<file path="config.mk">
export PLATFORM = sky130hd
export DESIGN_NAME = run_scan_ctrl
export DESIGN_NICKNAME = d
export VERILOG_FILES = /design/src/rtl/run_scan_pkg.sv /design/src/rtl/run_detect_moore.sv /design/src/rtl/run_scan_ctrl.sv
export SDC_FILE = /design/constraint.sdc
export NUM_CORES = 1
export LEC_CHECK = 0
export BUFFER_PORTS_ARGS = -buffer_cell sky130_fd_sc_hd__buf_2
export CAP_MARGIN = 40
export CORE_MARGIN = 2
export CORE_UTILIZATION = 45
export CTS_CLUSTER_DIAMETER = 30
export DETAILED_ROUTE_END_ITERATION = 10
export SYNTH_ARGS = -nofsm -noshare
export SYNTH_HDL_FRONTEND = slang
export SYNTH_HIERARCHICAL = 1
export SYNTH_SLANG_ARGS = --single-unit
</file>
<file path="constraint.sdc">
create_clock -name clk -period 2.1 [get_ports clk]
set_input_delay 0.105 -clock clk [delete_from_list [all_inputs] [get_ports clk]]
set_output_delay 0.105 -clock clk [all_outputs]
set_load 0.02 [all_outputs]
</file>
<file path="src/rtl/run_scan_pkg.sv">
// Shared encodings and helpers for the run-scan controller and its detector.
// Latency: n/a (types and constant functions only).
// Backpressure: n/a.
package run_scan_pkg;

    // Controller sequencing states
    typedef enum logic [1:0] {
        IDLE  = 2'b00,
        SHIFT = 2'b01,
        FLUSH = 2'b10,
        DONE  = 2'b11
    } ctrl_state_t;

    // Detector states; 2'b11 is unused and recovers to ZERO
    typedef enum logic [1:0] {
        ZERO  = 2'b00,
        ONE1  = 2'b01,
        TWO1S = 2'b10
    } det_state_t;

    // Ceiling log2 for constant sizing; clog2(1) = 0
    function automatic int clog2(input int value);
        int result;
        result = 0;
        for (int v = value - 1; v > 0; v = v >> 1) begin
            result = result + 1;
        end
        return result;
    endfunction

endpackage

</file>
<file path="src/rtl/run_detect_moore.sv">
// Moore detector: out is high while the last two inputs were both 1.
// Latency: out reflects the input sampled at the previous rising edge.
// Backpressure: none; consumes one bit every cycle, clr overrides in.
module run_detect_moore
    import run_scan_pkg::*;
(
    input  logic clk,
    input  logic reset,
    input  logic clr,
    input  logic in,
    output logic out
);

    det_state_t state;
    det_state_t next_state;

    // State register, asynchronous reset to ZERO
    always_ff @(posedge clk or posedge reset) begin
        if (reset) begin
            state <= ZERO;
        end else begin
            state <= next_state;
        end
    end

    // Next-state logic; clr wins over in, unused encoding falls back to ZERO
    always_comb begin
        next_state = ZERO;
        if (!clr) begin
            case (state)
                ZERO:    next_state = in ? ONE1  : ZERO;
                ONE1:    next_state = in ? TWO1S : ZERO;
                TWO1S:   next_state = in ? TWO1S : ZERO;
                default: next_state = ZERO;
            endcase
        end
    end

    assign out = (state == TWO1S);

endmodule

</file>
<file path="src/rtl/run_scan_ctrl.sv">
// Scans a WIDTH-bit word LSB-first through a run detector and counts adjacent-ones pairs.
// Latency: done pulses WIDTH+2 cycles after start is accepted; repeat period WIDTH+3.
// Backpressure: start is honoured only in IDLE; requests while busy or done are dropped.
module run_scan_ctrl
    import run_scan_pkg::*;
#(
    parameter int WIDTH = 8,
    parameter int CNT_W = 4
) (
    input  logic             clk,
    input  logic             reset,
    input  logic             start,
    input  logic [WIDTH-1:0] data_in,
    output logic             busy,
    output logic             done,
    output logic [CNT_W-1:0] count,
    output logic             found
);

    // Bit counter must hold 0..WIDTH-1, and at least one bit wide
    localparam int BW = (clog2(WIDTH) < 1) ? 1 : clog2(WIDTH);
    localparam logic [BW-1:0] LAST_BIT = BW'(WIDTH - 1);

    // Reject illegal parameterisations at elaboration
    if (WIDTH < 2 || WIDTH > 32) begin : g_bad_width
        $error("run_scan_ctrl: WIDTH must lie in 2..32");
    end
    if ((2 ** CNT_W) <= (WIDTH - 1)) begin : g_bad_cnt_w
        $error("run_scan_ctrl: CNT_W too narrow to hold WIDTH-1");
    end

    ctrl_state_t      state;
    ctrl_state_t      next_state;
    logic [WIDTH-1:0] shift_reg;
    logic [BW-1:0]    bit_cnt;
    logic [CNT_W-1:0] count_q;
    logic             busy_q;
    logic             done_q;
    logic             found_q;
    logic             det_clr;
    logic             det_in;
    logic             det_out;

    run_detect_moore u_det (
        .clk   (clk),
        .reset (reset),
        .clr   (det_clr),
        .in    (det_in),
        .out   (det_out)
    );

    // Controller state register
    always_ff @(posedge clk or posedge reset) begin
        if (reset) begin
            state <= IDLE;
        end else begin
            state <= next_state;
        end
    end

    // Next-state and detector drive; detector sees 0 outside SHIFT
    always_comb begin
        next_state = state;
        det_clr    = 1'b0;
        det_in     = 1'b0;
        case (state)
            IDLE: begin
                if (start) begin
                    det_clr    = 1'b1;
                    next_state = SHIFT;
                end
            end
            SHIFT: begin
                det_in = shift_reg[0];
                if (bit_cnt == LAST_BIT) begin
                    next_state = FLUSH;
                end
            end
            FLUSH: begin
                next_state = DONE;
            end
            DONE: begin
                next_state = IDLE;
            end
            default: begin
                next_state = IDLE;
            end
        endcase
    end

    // Datapath: word capture, shifting, bit counting and pair accumulation.
    // The detector output lags its input by one edge, so the pair formed by
    // the last two bits is only visible during FLUSH.
    always_ff @(posedge clk or posedge reset) begin
        if (reset) begin
            shift_reg <= '0;
            bit_cnt   <= '0;
            count_q   <= '0;
            found_q   <= 1'b0;
        end else begin
            case (state)
                IDLE: begin
                    if (start) begin
                        shift_reg <= data_in;
                        bit_cnt   <= '0;
                        count_q   <= '0;
                    end
                end
                SHIFT: begin
                    shift_reg <= shift_reg >> 1;
                    bit_cnt   <= bit_cnt + BW'(1);
                    if (det_out) begin
                        count_q <= count_q + CNT_W'(1);
                    end
                end
                FLUSH: begin
                    if (det_out) begin
                        count_q <= count_q + CNT_W'(1);
                    end
                end
                DONE: begin
                    found_q <= (count_q != '0);
                end
                default: begin
                    shift_reg <= shift_reg;
                end
            endcase
        end
    end

    // Registered status outputs, one cycle behind the controller state
    always_ff @(posedge clk or posedge reset) begin
        if (reset) begin
            busy_q <= 1'b0;
            done_q <= 1'b0;
        end else begin
            busy_q <= (state == SHIFT) || (state == FLUSH);
            done_q <= (state == DONE);
        end
    end

    assign busy  = busy_q;
    assign done  = done_q;
    assign count = count_q;
    assign found = found_q;

endmodule

</file>
Yosys cells after proc, flatten, opt, wreduce, memory -nomap -nowiden
Index checks and enable logic that the tools add are counted.
{ "totals": {"ff_bits": 22, "latch_bits": 0, "ramBits": 0, "mem_bits_ro": 0, "input_bits": 11, "output_inout_bits": 7, "elab_cells": 47, "n_memories": 0} }
{ "op_classes": {"n_addsub": 2, "multipliers": 0, "div_mod_pow": 0, "n_lt_le_gt_ge": 0, "eq_ne": 9, "n_shift": 0, "muxes": 17, "n_bitwise": 0, "reduce_logical": 11} }
{ "ops": {"columns": ["cell", "count"], "rows": [
  ["8-bit one-hot mux with 2 select lines", 1],
  ["2-bit 2-to-1 mux", 4],
  ["4-bit 2-to-1 mux", 2],
  ["8-bit 2-to-1 mux", 1],
  ["2-bit one-hot mux with 4 select lines", 1],
  ["4-bit one-hot mux with 2 select lines", 1],
  ["2-bit == test (second input constant)", 3],
  ["3-bit one-hot mux with 2 select lines", 1],
  ["4-bit by 1-bit adder with 4-bit output (second input constant)", 1],
  ["2-bit by 1-bit == test with 1-bit output (second input constant)", 2],
  ["2-bit zero test", 2],
  ["1-bit 2-to-1 mux", 4],
  ["2-bit != test (second input constant)", 2],
  ["2-bit one-hot mux with 2 select lines", 1],
  ["2-bit AND reduction", 2],
  ["2-bit nonzero test", 2],
  ["4-bit nonzero test", 1],
  ["2-bit OR reduction", 2],
  ["3-bit by 1-bit adder with 3-bit output (second input constant)", 1],
  ["3-bit == test (second input constant)", 1],
  ["3-bit 2-to-1 mux", 1],
  ["3-bit AND reduction", 1],
  ["2-bit by 1-bit != test with 1-bit output (second input constant)", 1],
  ["1-bit logical OR", 1]
]} }

Depth between registers and ports, before layout
Gate-level depths: netlist (run 1).
{ "logic_depth": {"ltp_word": 5, "ltp_mapped": 7, "depth_no_buf": 5} }

By module
The synthesis (run 1) kept the hierarchy.
{ "modules_own_cells": {"columns": ["module", "instances", "cells_each", "area_per_inst_um2", "seq_area_each_um2"], "rows": [
  ["run_scan_ctrl", 1, 122, 1251.2, 500.5],
  ["run_detect_moore", 1, 10, 120.1, 50.0]
]} }

Worst setup path before layout (run 1)
No wires, ideal clock.
{ "synth_timing": {"kind": "flip-flop to flip-flop", "startpoint": "register state[0] (netlist name)", "endpoint": "register u_det.state[1]", "setup_time_ns": 0.121, "t_arrival_ns": 1.289, "required_ns": 1.979, "path_slack_ns": 0.690, "stages_incl_launch_ff": 7, "n_path_buf": 2, "period_less_slack_ns": 1.410, "cell_sequence": "dfrtp_1 inv_1 ha_1 buf_6 buf_2 and2_1 and4bb_1"} }
{ "synth_lines": {"columns": ["element", "line_no", "text"], "rows": [
  ["to (signal assigned)", "run_detect_moore.sv:22", "state <= next_state;"],
  ["to (decl)", "run_detect_moore.sv:14", "det_state_t state;"]
]} }

==> results.py, run 1 <==
metrics = {
    "synth": {
        "synth-edff-count": 0,
        "ys.flop_type": "dfrtp_1",
        "syn_inst": 132,
        "synth_area_leaders": "dfrtp_1 (40%), ha_1 (11%), o22ai_1 (3.6%), inv_1 (3.3%), mux2i_1 (2.9%)",
        "synth_seq_cells": 22,
        "netlist_area_um2": 1370,
        "yosysUniqueCellTypes": 42,
        "yosysSeqAreaShare_pct": 40.1,
        "ys_warn_count": 6,
        "synth_top_area_cell": "dfrtp_1",
        "synthesis.nets": 155,
        "async_flop_share_pct": 100,
        "yosys.area.top_type_share_pct": 40.1,
        "synth.avg_cell_area_um2": 10.4,
    },
    "worst_setup_path": {
        "critPathMaxFanout": 14,
        "cp-end-kind": "flip-flop",
        "crit_buf_inv": 1,
        "startpoint_type": "flip-flop",
        "path_cells": "inv_1 > ha_1 > nand2b_2 > o22ai_1 > a211oi_1",
        "rrSetupSlack_ps": 320,
        "worstSetupPathType": "flip-flop to flip-flop",
        "crit_path_top_delay_cell": "ha_1",
        "arrival_ps": 2000,
        "max_stage_delay_ps": 520,
        "path_delay_family": "adder cells",
        "worst-endpoint-required_ps": 2320,
    },
    "clock_network": {
        "cts.clk_slew.worst_paths_ps": 120,
        "cts_buffers": 3,
        "htree_levels": 1,
        "root_buffer": "clkbuf_4",
        "cts_resized": 0,
        "post_cts_buffers": 0,
        "cts_tree": "built",
        "clock_sinks": 22,
        "insertion_delay_ps": 310,
        "clockBufferDepth": 2,
    },
    "pwr": {
        "swShare_pct": 42.7,
        "switchingPower_mw": 0.854,
        "p_int_mw": 1.15,
        "p_leak_nw": 0.699,
        "combinationalPowerShare_pct": 54.2,
        "ir_drop_mv": 0.634,
        "p_seq_share_pct": 36.1,
        "finalPower_mw": 2.00,
        "cellPowerDensity_nw_per_um2": 1350,
        "clockPowerShare_pct": 9.7,
    },
    "floorplan": {
        "die_y_um": 59.2,
        "ios": 18,
        "die-area_um2": 3500,
        "die_w_um": 59.2,
        "rows": 20,
        "core_um2": 2980,
        "start_util_pct": 46.1,
    },
    "final_layout": {
        "antenna_cells": 0,
        "largest_register_ffs": 8,
        "drive_gt1_share_pct": 23.6,
        "mostFrequentLayoutCell": "dfrtp_1",
        "nets": 173,
        "layout_common_cells": "dfrtp_1 (22), buf_2 (17), inv_1 (12), ha_1 (12), o22ai_1 (8)",
        "area_growth_pct": 8.39,
    },
    "global_routing": {
        "antenna_found_initial": 0,
        "track_usage_pct": 16.8,
        "grt_max_degree": 21,
        "grt-ovfl-total": 0,
        "first_global_vias": 984,
        "grt_pass1_wl_um": 4450,
    },
    "placement": {
        "port_buffers": 17,
        "place.gp.congestion": 0.725,
        "dp_hpwl_um": 1910,
        "place_ws_ps": 357,
    },
    "timing": {
        "drv_slew": 0,
        "finClkSkew_ps": 4.39,
        "worst_pin_slew_ps": 792,
        "slew_headroom_pct": 47.1,
        "finalCritPeriodShare_pct": 84.9,
        "fin_setup_tns_ps": 0,
        "fmax_mhz": 561,
        "hold_violations": 0,
        "setup_ws_ps": 317,
        "period_needed_ps": 1780,
        "whs_ps": 91.4,
        "rsz0062_at_grt": "no",
        "finalSetupViolCount": 0,
    },
    "route": {
        "via_count": 1000,
        "wirelength_um": 2640,
        "drcViolationCount": 0,
        "drt-pass1-iter-count": 4,
        "drtIter0Drc": 53,
        "antenna_left": 0,
        "via_per_inst": 5.52,
        "wl_per_cell_um": 14.6,
    },
    "run_status": {
        "outcome": "completed",
    },
    "flow_run": {
        "maxCapViolations": 0,
    },
    "hold_path": {
        "hp-class": "input pin to flip-flop",
    },
}
layer usage:
metal	global-route usage, %	up-vias	part of all wire (%)
met5	0	-	0
li1	-	505	-
met4	5.84	0	0.76
met2	27.2	11	48
met1	22.0	482	48
met3	3.93	2	3.3
kinds of logic after synthesis:
family	share of synthesized area (%)
buf+inv	8.12
mux	5.38
simple gates	16.9
flops	40.1
xor+xnor	0.639
fa+ha+maj	10.9
compound gates	17.9
power groups by stage:
stage	clock [mW]	sequential [mW]	combinational [mW]
6_report	0.194	0.722	1.08
5_1_grt	0.219	0.742	1.22
4_1_cts	0.205	0.722	1.10
3_5_place_dp	0	0.733	1.09
3_3_place_gp	0	0.717	1.06
2_1_floorplan	0	0.752	0.846
cell type report:
cell class	instances	area, µm²
Clock buffer	3	22.5
Fill cell	282	1490
Inverter	12	45.0
Multi-Input combinational cell	90	709
Sequential cell	22	551
Tap cell	33	41.3
Timing Repair Buffer	21	118
metrics by stage:
| step | cells | utilization [%] | cell area, µm² |
|---|---|---|---|
| floorplan | 132 | - | 1370 |
| global placement | 177 | 48.8 | 1450 |
| detailed placement | 177 | 48.8 | 1450 |
| CTS | 181 | 49.9 | 1490 |
| global route | 181 | 49.9 | 1490 |
| finish | 181 | 49.9 | 1490 |
synthesized netlist by cell type (2+ instances only):
| master | instances |
|---|---|
| o21ai_0 | 4 |
| a21oi_1 | 7 |
| dfrtp_1 | 22 |
| ha_1 | 12 |
| or2_1 | 2 |
| o221a_2 | 2 |
| nor3b_1 | 3 |
| o22ai_1 | 8 |
| nand2_1 | 7 |
| nor2_1 | 4 |
| nor2b_1 | 2 |
| and2_1 | 3 |
| buf_4 | 3 |
| nand3b_1 | 3 |
| buf_6 | 3 |
| mux2i_1 | 4 |
| nor3_1 | 2 |
| a21o_1 | 2 |
| nand3_1 | 2 |
| mux2_2 | 3 |
| nand4_1 | 2 |
| inv_1 | 12 |
path summary, 6_finish.rpt:
| check | startpoint | to | depth (start not counted) |
|---|---|---|---|
| min in group asynchronous | reset | u_det/state[0] | 3 |
| max in group asynchronous | reset | count[0] | 3 |
| hold reg to reg | bit_cnt[2] | bit_cnt[2] | 2 |
| setup / recovery | state[1] | shift_reg[3] | 5 |
| hold / removal | data_in[2] | shift_reg[2] | 3 |
| setup reg to reg | state[1] | shift_reg[3] | 5 |
repair_timing:
item	4_1_cts	5_1_grt
hold buffers	1	0
endpoints found under the setup margin	0	0
hold endpoints to repair	22	0
tightest hold or removal path, delay by kind of cell:
family | cells | cell delay [ps]
buf+inv | 1 | 80
compound gates | 2 | 180
No activity file was read; power rests on OpenSTA's default activity.
==> inputs of run 2 (changes only) <==
==> constraint.sdc (replaced) <==
create_clock -name clk -period 1.75 [get_ports clk]
set_input_delay 0.0875 -clock clk [delete_from_list [all_inputs] [get_ports clk]]
set_output_delay 0.0875 -clock clk [all_outputs]
set_load 0.02 [all_outputs]
==> run 2 against run 1 <==
Against the previous run:
- non-clock buffer count grew 4
- via count increased by 3.0%
- utilization grew 1.6 points
- routed wire length is 2.3% higher
- setup slack worse by 180 ps
- count of clock-buffer cells in the layout rose by 1
- flip-flop and latch count did not move
- clock skew is essentially flat
- cell area grew 3.1%
- sequential share of layout area fell by 1.1 points
- total power grew 26%
==> results.py, run 2 (synthesized netlist as in run 1, its figures left out) <==
metrics = {
    "pwr": {
        "ir_drop_mv": 0.568,
        "p_int_mw": 1.47,
        "p_seq_share_pct": 34.3,
        "swShare_pct": 42.0,
        "p_leak_nw": 0.725,
        "cellPowerDensity_nw_per_um2": 1650,
        "finalPower_mw": 2.52,
        "switchingPower_mw": 1.06,
        "clockPowerShare_pct": 11.6,
        "combinationalPowerShare_pct": 54.1,
    },
    "route": {
        "drtIter0Drc": 18,
        "antenna_left": 0,
        "drt-pass1-iter-count": 4,
        "via_count": 1030,
        "wirelength_um": 2700,
        "drcViolationCount": 0,
        "via_per_inst": 5.54,
        "wl_per_cell_um": 14.5,
    },
    "global_routing": {
        "track_usage_pct": 17.6,
        "antenna_found_initial": 0,
        "first_global_vias": 1068,
        "grt-ovfl-total": 0,
        "grt_max_degree": 21,
        "grt_pass1_wl_um": 4690,
    },
    "floorplan": {
        "core_um2": 2980,
        "ios": 18,
        "die_y_um": 59.2,
        "rows": 20,
        "die_w_um": 59.2,
        "die-area_um2": 3500,
        "start_util_pct": 46.1,
    },
    "final_layout": {
        "area_growth_pct": 11.8,
        "drive_gt1_share_pct": 26.8,
        "nets": 177,
        "antenna_cells": 0,
        "multi_input_area_um2": 712,
        "fill_cells": 281,
        "layout_common_cells": "dfrtp_1 (22), buf_2 (17), inv_1 (12), ha_1 (11), o22ai_1 (8)",
        "register_area_um2": 551,
        "mostFrequentLayoutCell": "dfrtp_1",
        "largest_register_ffs": 8,
    },
    "clock_network": {
        "cts_buffers": 3,
        "cts_tree": "built",
        "cts.clk_slew.worst_paths_ps": 130,
        "post_cts_buffers": 0,
        "insertion_delay_ps": 310,
        "clockBufferDepth": 2,
        "clock_sinks": 22,
        "htree_levels": 1,
        "root_buffer": "clkbuf_4",
    },
    "worst_setup_path": {
        "arrival_ps": 1840,
        "worst-endpoint-required_ps": 1970,
        "worstSetupPathType": "flip-flop to flip-flop",
        "critPathMaxFanout": 8,
        "startpoint_type": "flip-flop",
        "cp-end-kind": "flip-flop",
    },
    "run_status": {
        "outcome": "completed",
    },
    "timing": {
        "fmax_mhz": 619,
        "finalSetupViolCount": 0,
        "period_needed_ps": 1620,
        "rsz0062_at_grt": "no",
        "finClkSkew_ps": 4.35,
        "hold_violations": 0,
        "finalCritPeriodShare_pct": 92.3,
        "drv_slew": 0,
        "worst_pin_slew_ps": 346,
        "fin_setup_tns_ps": 0,
        "slew_headroom_pct": 76.9,
    },
    "placement": {
        "place.gp.congestion": 0.740,
        "dp_hpwl_um": 2040,
        "port_buffers": 17,
    },
    "flow_run": {
        "maxCapViolations": 0,
    },
    "hold_path": {
        "hp-class": "input pin to flip-flop",
    },
}
[run 2: worst paths after layout]
path	cells after the start	startpoint	slack [ps]	to
max	6	state[1]	130	shift_reg[5]
min	2	data_in[6]	30	shift_reg[6]
min in group asynchronous	3	reset	160	u_det/state[1]
max reg2reg	6	state[1]	130	shift_reg[5]
max in group asynchronous	4	reset	1210	shift_reg[7]
min reg2reg	2	found	540	found
[run 2: area by class of cell]
| type | instances | area share [%] |
|---|---|---|
| multi-input cells | 90 | 46.4 |
| flip-flops and latches | 22 | 35.9 |
| repair buffers | 25 | 9.63 |
| inverters | 12 | 2.94 |
| well taps | 33 | 2.69 |
| clock buffers | 4 | 2.37 |
[run 2: metal layers]
metal	vias to the layer above	GRT usage (%)	share of wire, %
met1	504	22.2	47
met4	0	6.82	1.7
met5	-	0	0
li1	511	-	-
met3	5	2.62	2.5
met2	10	30.1	49
[run 2: power by group through the flow]
stage | registers [mW] | logic (mW) | clock network (mW)
floorplan | 0.903 | 1.01 | 0
global placement | 0.862 | 1.31 | 0
detailed placement | 0.881 | 1.35 | 0
CTS | 0.868 | 1.36 | 0.304
global route | 0.895 | 1.54 | 0.323
finish | 0.867 | 1.37 | 0.292
[run 2: critical path, stage by stage (launching register included)]
cell,delay [ps]
dfrtp_1,400
inv_1,100
ha_1,290
buf_4,200
nand3b_1,180
or2_1,230
o221a_2,120
[run 2: stage by stage]
stage | cell area, µm² | hold slack, ps | utilization (%) | worst slack, ps | std cells
finish | 1530 | 34.3 | 51.5 | 135 | 186
CTS | 1530 | 26.4 | 51.4 | 101 | 186
floorplan | 1370 | -171 | - | 340 | 132
global route | 1530 | 10.4 | 51.5 | 2.60 | 186
detailed placement | 1480 | -49.6 | 49.8 | 125 | 181
global placement | 1480 | -55.5 | 49.8 | 202 | 181
[run 2: repair_timing]
| action | CTS | global route |
|---|---|---|
| hold buffers | 1 | 0 |
| endpoints found under the setup margin | 0 | 2 |
| resized for setup | 0 | 1 |
| hold endpoints to repair | 22 | 0 |
==> inputs of run 3 (changes only) <==
--- a/config.mk
+++ b/config.mk
@@ -6,11 +6,12 @@
 export NUM_CORES = 1
 export LEC_CHECK = 0
 export BUFFER_PORTS_ARGS = -buffer_cell sky130_fd_sc_hd__buf_2
-export CAP_MARGIN = 40
+export CAP_MARGIN = 20
 export CORE_MARGIN = 2
-export CORE_UTILIZATION = 45
+export CORE_UTILIZATION = 56
 export CTS_CLUSTER_DIAMETER = 30
 export DETAILED_ROUTE_END_ITERATION = 10
+export PLACE_DENSITY = 0.78
 export SYNTH_ARGS = -nofsm -noshare
 export SYNTH_HDL_FRONTEND = slang
 export SYNTH_HIERARCHICAL = 1
==> run 3 against run 2 <==
Against the previous run:
- flip-flop and latch count unchanged
- sequential power decreased by 0.5%
- hold slack improved by 1.6 ps
- register-to-register slack got worse by 40 ps
- combinational power decreased by 5%
- utilization increased by 16 points
- setup slack got worse by 36 ps
- fmax decreased by 2.2%
- routed wire length decreased by 6.4%
- total power increased by 1.4%
- largest power group unchanged
==> results.py, run 3 (synthesized netlist as in run 1, its figures left out) <==
metrics = {
    "hold_path": {
        "hp-class": "input pin to flip-flop",
    },
    "worst_setup_path": {
        "startpoint_type": "flip-flop",
        "max_stage_delay_ps": 430,
        "worst-endpoint-required_ps": 2010,
        "path_cells": "inv_1 > ha_1 > buf_4 > nor2_1 > nor2_2 > o221a_2",
        "cp-end-kind": "flip-flop",
        "critPathMaxFanout": 10,
        "crit_path_top_delay_cell": "dfrtp_1",
        "worstSetupPathType": "flip-flop to flip-flop",
        "arrival_ps": 1920,
    },
    "clock_network": {
        "cts_buffers": 3,
        "cts.clk_slew.worst_paths_ps": 140,
        "htree_levels": 1,
        "cts_tree": "built",
        "root_buffer": "clkbuf_4",
        "insertion_delay_ps": 310,
        "clock_sinks": 22,
        "post_cts_buffers": 0,
        "clockBufferDepth": 2,
    },
    "timing": {
        "drv_slew": 0,
        "fin_setup_tns_ps": 0,
        "hold_violations": 0,
        "finalSetupViolCount": 0,
        "rsz0062_at_grt": "no",
        "period_needed_ps": 1650,
        "slew_headroom_pct": 68.0,
        "finalCritPeriodShare_pct": 94.3,
        "whs_ps": 35.9,
        "finClkSkew_ps": 13.3,
        "fmax_mhz": 606,
        "worst_pin_slew_ps": 477,
    },
    "floorplan": {
        "die_y_um": 53.5,
        "start_util_pct": 60.8,
        "die_w_um": 53.5,
        "ios": 18,
        "core_um2": 2250,
        "die-area_um2": 2860,
        "rows": 17,
    },
    "final_layout": {
        "largest_register_ffs": 8,
        "area_growth_pct": 10.7,
        "mostFrequentLayoutCell": "dfrtp_1",
        "layout_common_cells": "dfrtp_1 (22), buf_2 (17), inv_1 (12), ha_1 (12), o22ai_1 (8)",
        "nets": 174,
        "fill_cells": 186,
        "final_util_pct": 67.3,
        "drive_gt1_share_pct": 24.7,
        "antenna_cells": 0,
        "stdcell_area_um2": 1520,
    },
    "global_routing": {
        "grt-ovfl-total": 0,
        "antenna_found_initial": 0,
        "track_usage_pct": 20.7,
        "grt_max_degree": 21,
        "grt_pass1_wl_um": 4280,
        "first_global_vias": 943,
    },
    "pwr": {
        "swShare_pct": 40.4,
        "cellPowerDensity_nw_per_um2": 1690,
        "clockPowerShare_pct": 15.3,
        "p_leak_nw": 0.718,
        "ir_drop_mv": 0.889,
        "switchingPower_mw": 1.04,
        "p_seq_share_pct": 33.7,
        "p_int_mw": 1.52,
        "finalPower_mw": 2.56,
        "combinationalPowerShare_pct": 50.9,
    },
    "route": {
        "via_count": 1021,
        "via_per_inst": 5.74,
        "drtIter0Drc": 33,
        "antenna_left": 0,
        "wl_per_cell_um": 14.2,
        "drt-pass1-iter-count": 4,
        "drcViolationCount": 0,
        "wirelength_um": 2530,
    },
    "placement": {
        "dp_hpwl_um": 1840,
        "port_buffers": 17,
        "dpl_cell_area_um2": 1460,
        "place.gp.congestion": 0.785,
    },
    "flow_run": {
        "maxCapViolations": 0,
    },
    "run_status": {
        "outcome": "completed",
    },
}
run 3: cell types whose count changed in the layout (fill, tap and decap cells not counted):
cell,change
ha_1,+1
bufinv_16,+1
clkbuf_8,-1
buf_4,-3
ha_2,-1
run 3: timing repair:
action,in CTS,in global routing
gates resized for setup,0,0
endpoints found under the setup margin,0,0
endpoints found under the hold margin,22,0
hold buffers,1,0
run 3: worst paths after layout:
kind,from,end,slack [ps],cells after the start
min,data_in[6],shift_reg[6],40,2
max in group asynchronous,reset,state[0],1190,4
max,state[1],shift_reg[4],100,6
min reg2reg,count[3],count[3],550,1
min in group asynchronous,reset,u_det/state[0],160,3
max reg2reg,state[1],shift_reg[4],100,6
run 3: worst max-delay path: cells and delay by family (launching register included):
family	cells	cell delay, ps
buffers and inverters	2	370
AOI/OAI and AO/OA	1	200
and+or+nand+nor	2	200
adders and majority gates	1	400
DFF	1	430
run 3: final cells by class:
type | count | area [µm²] | share of cell area (%)
Inverter | 12 | 45.0 | 2.97
Tap cell | 28 | 35.0 | 2.31
Clock inverter | 1 | 30.0 | 1.98
Multi-Input combinational cell | 90 | 709 | 46.7
Clock buffer | 3 | 22.5 | 1.48
Timing Repair Buffer | 22 | 125 | 8.24
Sequential cell | 22 | 551 | 36.3
run 3: power by group through the flow:
| stage | clock network [mW] | logic [mW] | registers, mW |
|---|---|---|---|
| 3_5_place_dp | 0 | 1.30 | 0.874 |
| 4_1_cts | 0.403 | 1.31 | 0.862 |
| 6_report | 0.393 | 1.30 | 0.863 |
| 2_1_floorplan | 0 | 1.01 | 0.903 |
| 5_1_grt | 0.422 | 1.47 | 0.891 |
| 3_3_place_gp | 0 | 1.25 | 0.860 |
run 3: through the flow:
stage / instances / setup WS (ps)
floorplan: 132 / 340
global placement: 173 / 196
global route: 178 / 2.18
finish: 178 / 99.2
detailed placement: 173 / 120
CTS: 178 / 95.2
run 3: routing by layer:
layer / track usage (%) / wire (µm) / vias to the layer above
met4: 7.69 / 16 / 0
met5: 0 / 0 / -
li1: - / - / 506
met2: 32.3 / 1140 / 34
met3: 2.54 / 158 / 2
met1: 29.1 / 1210 / 479
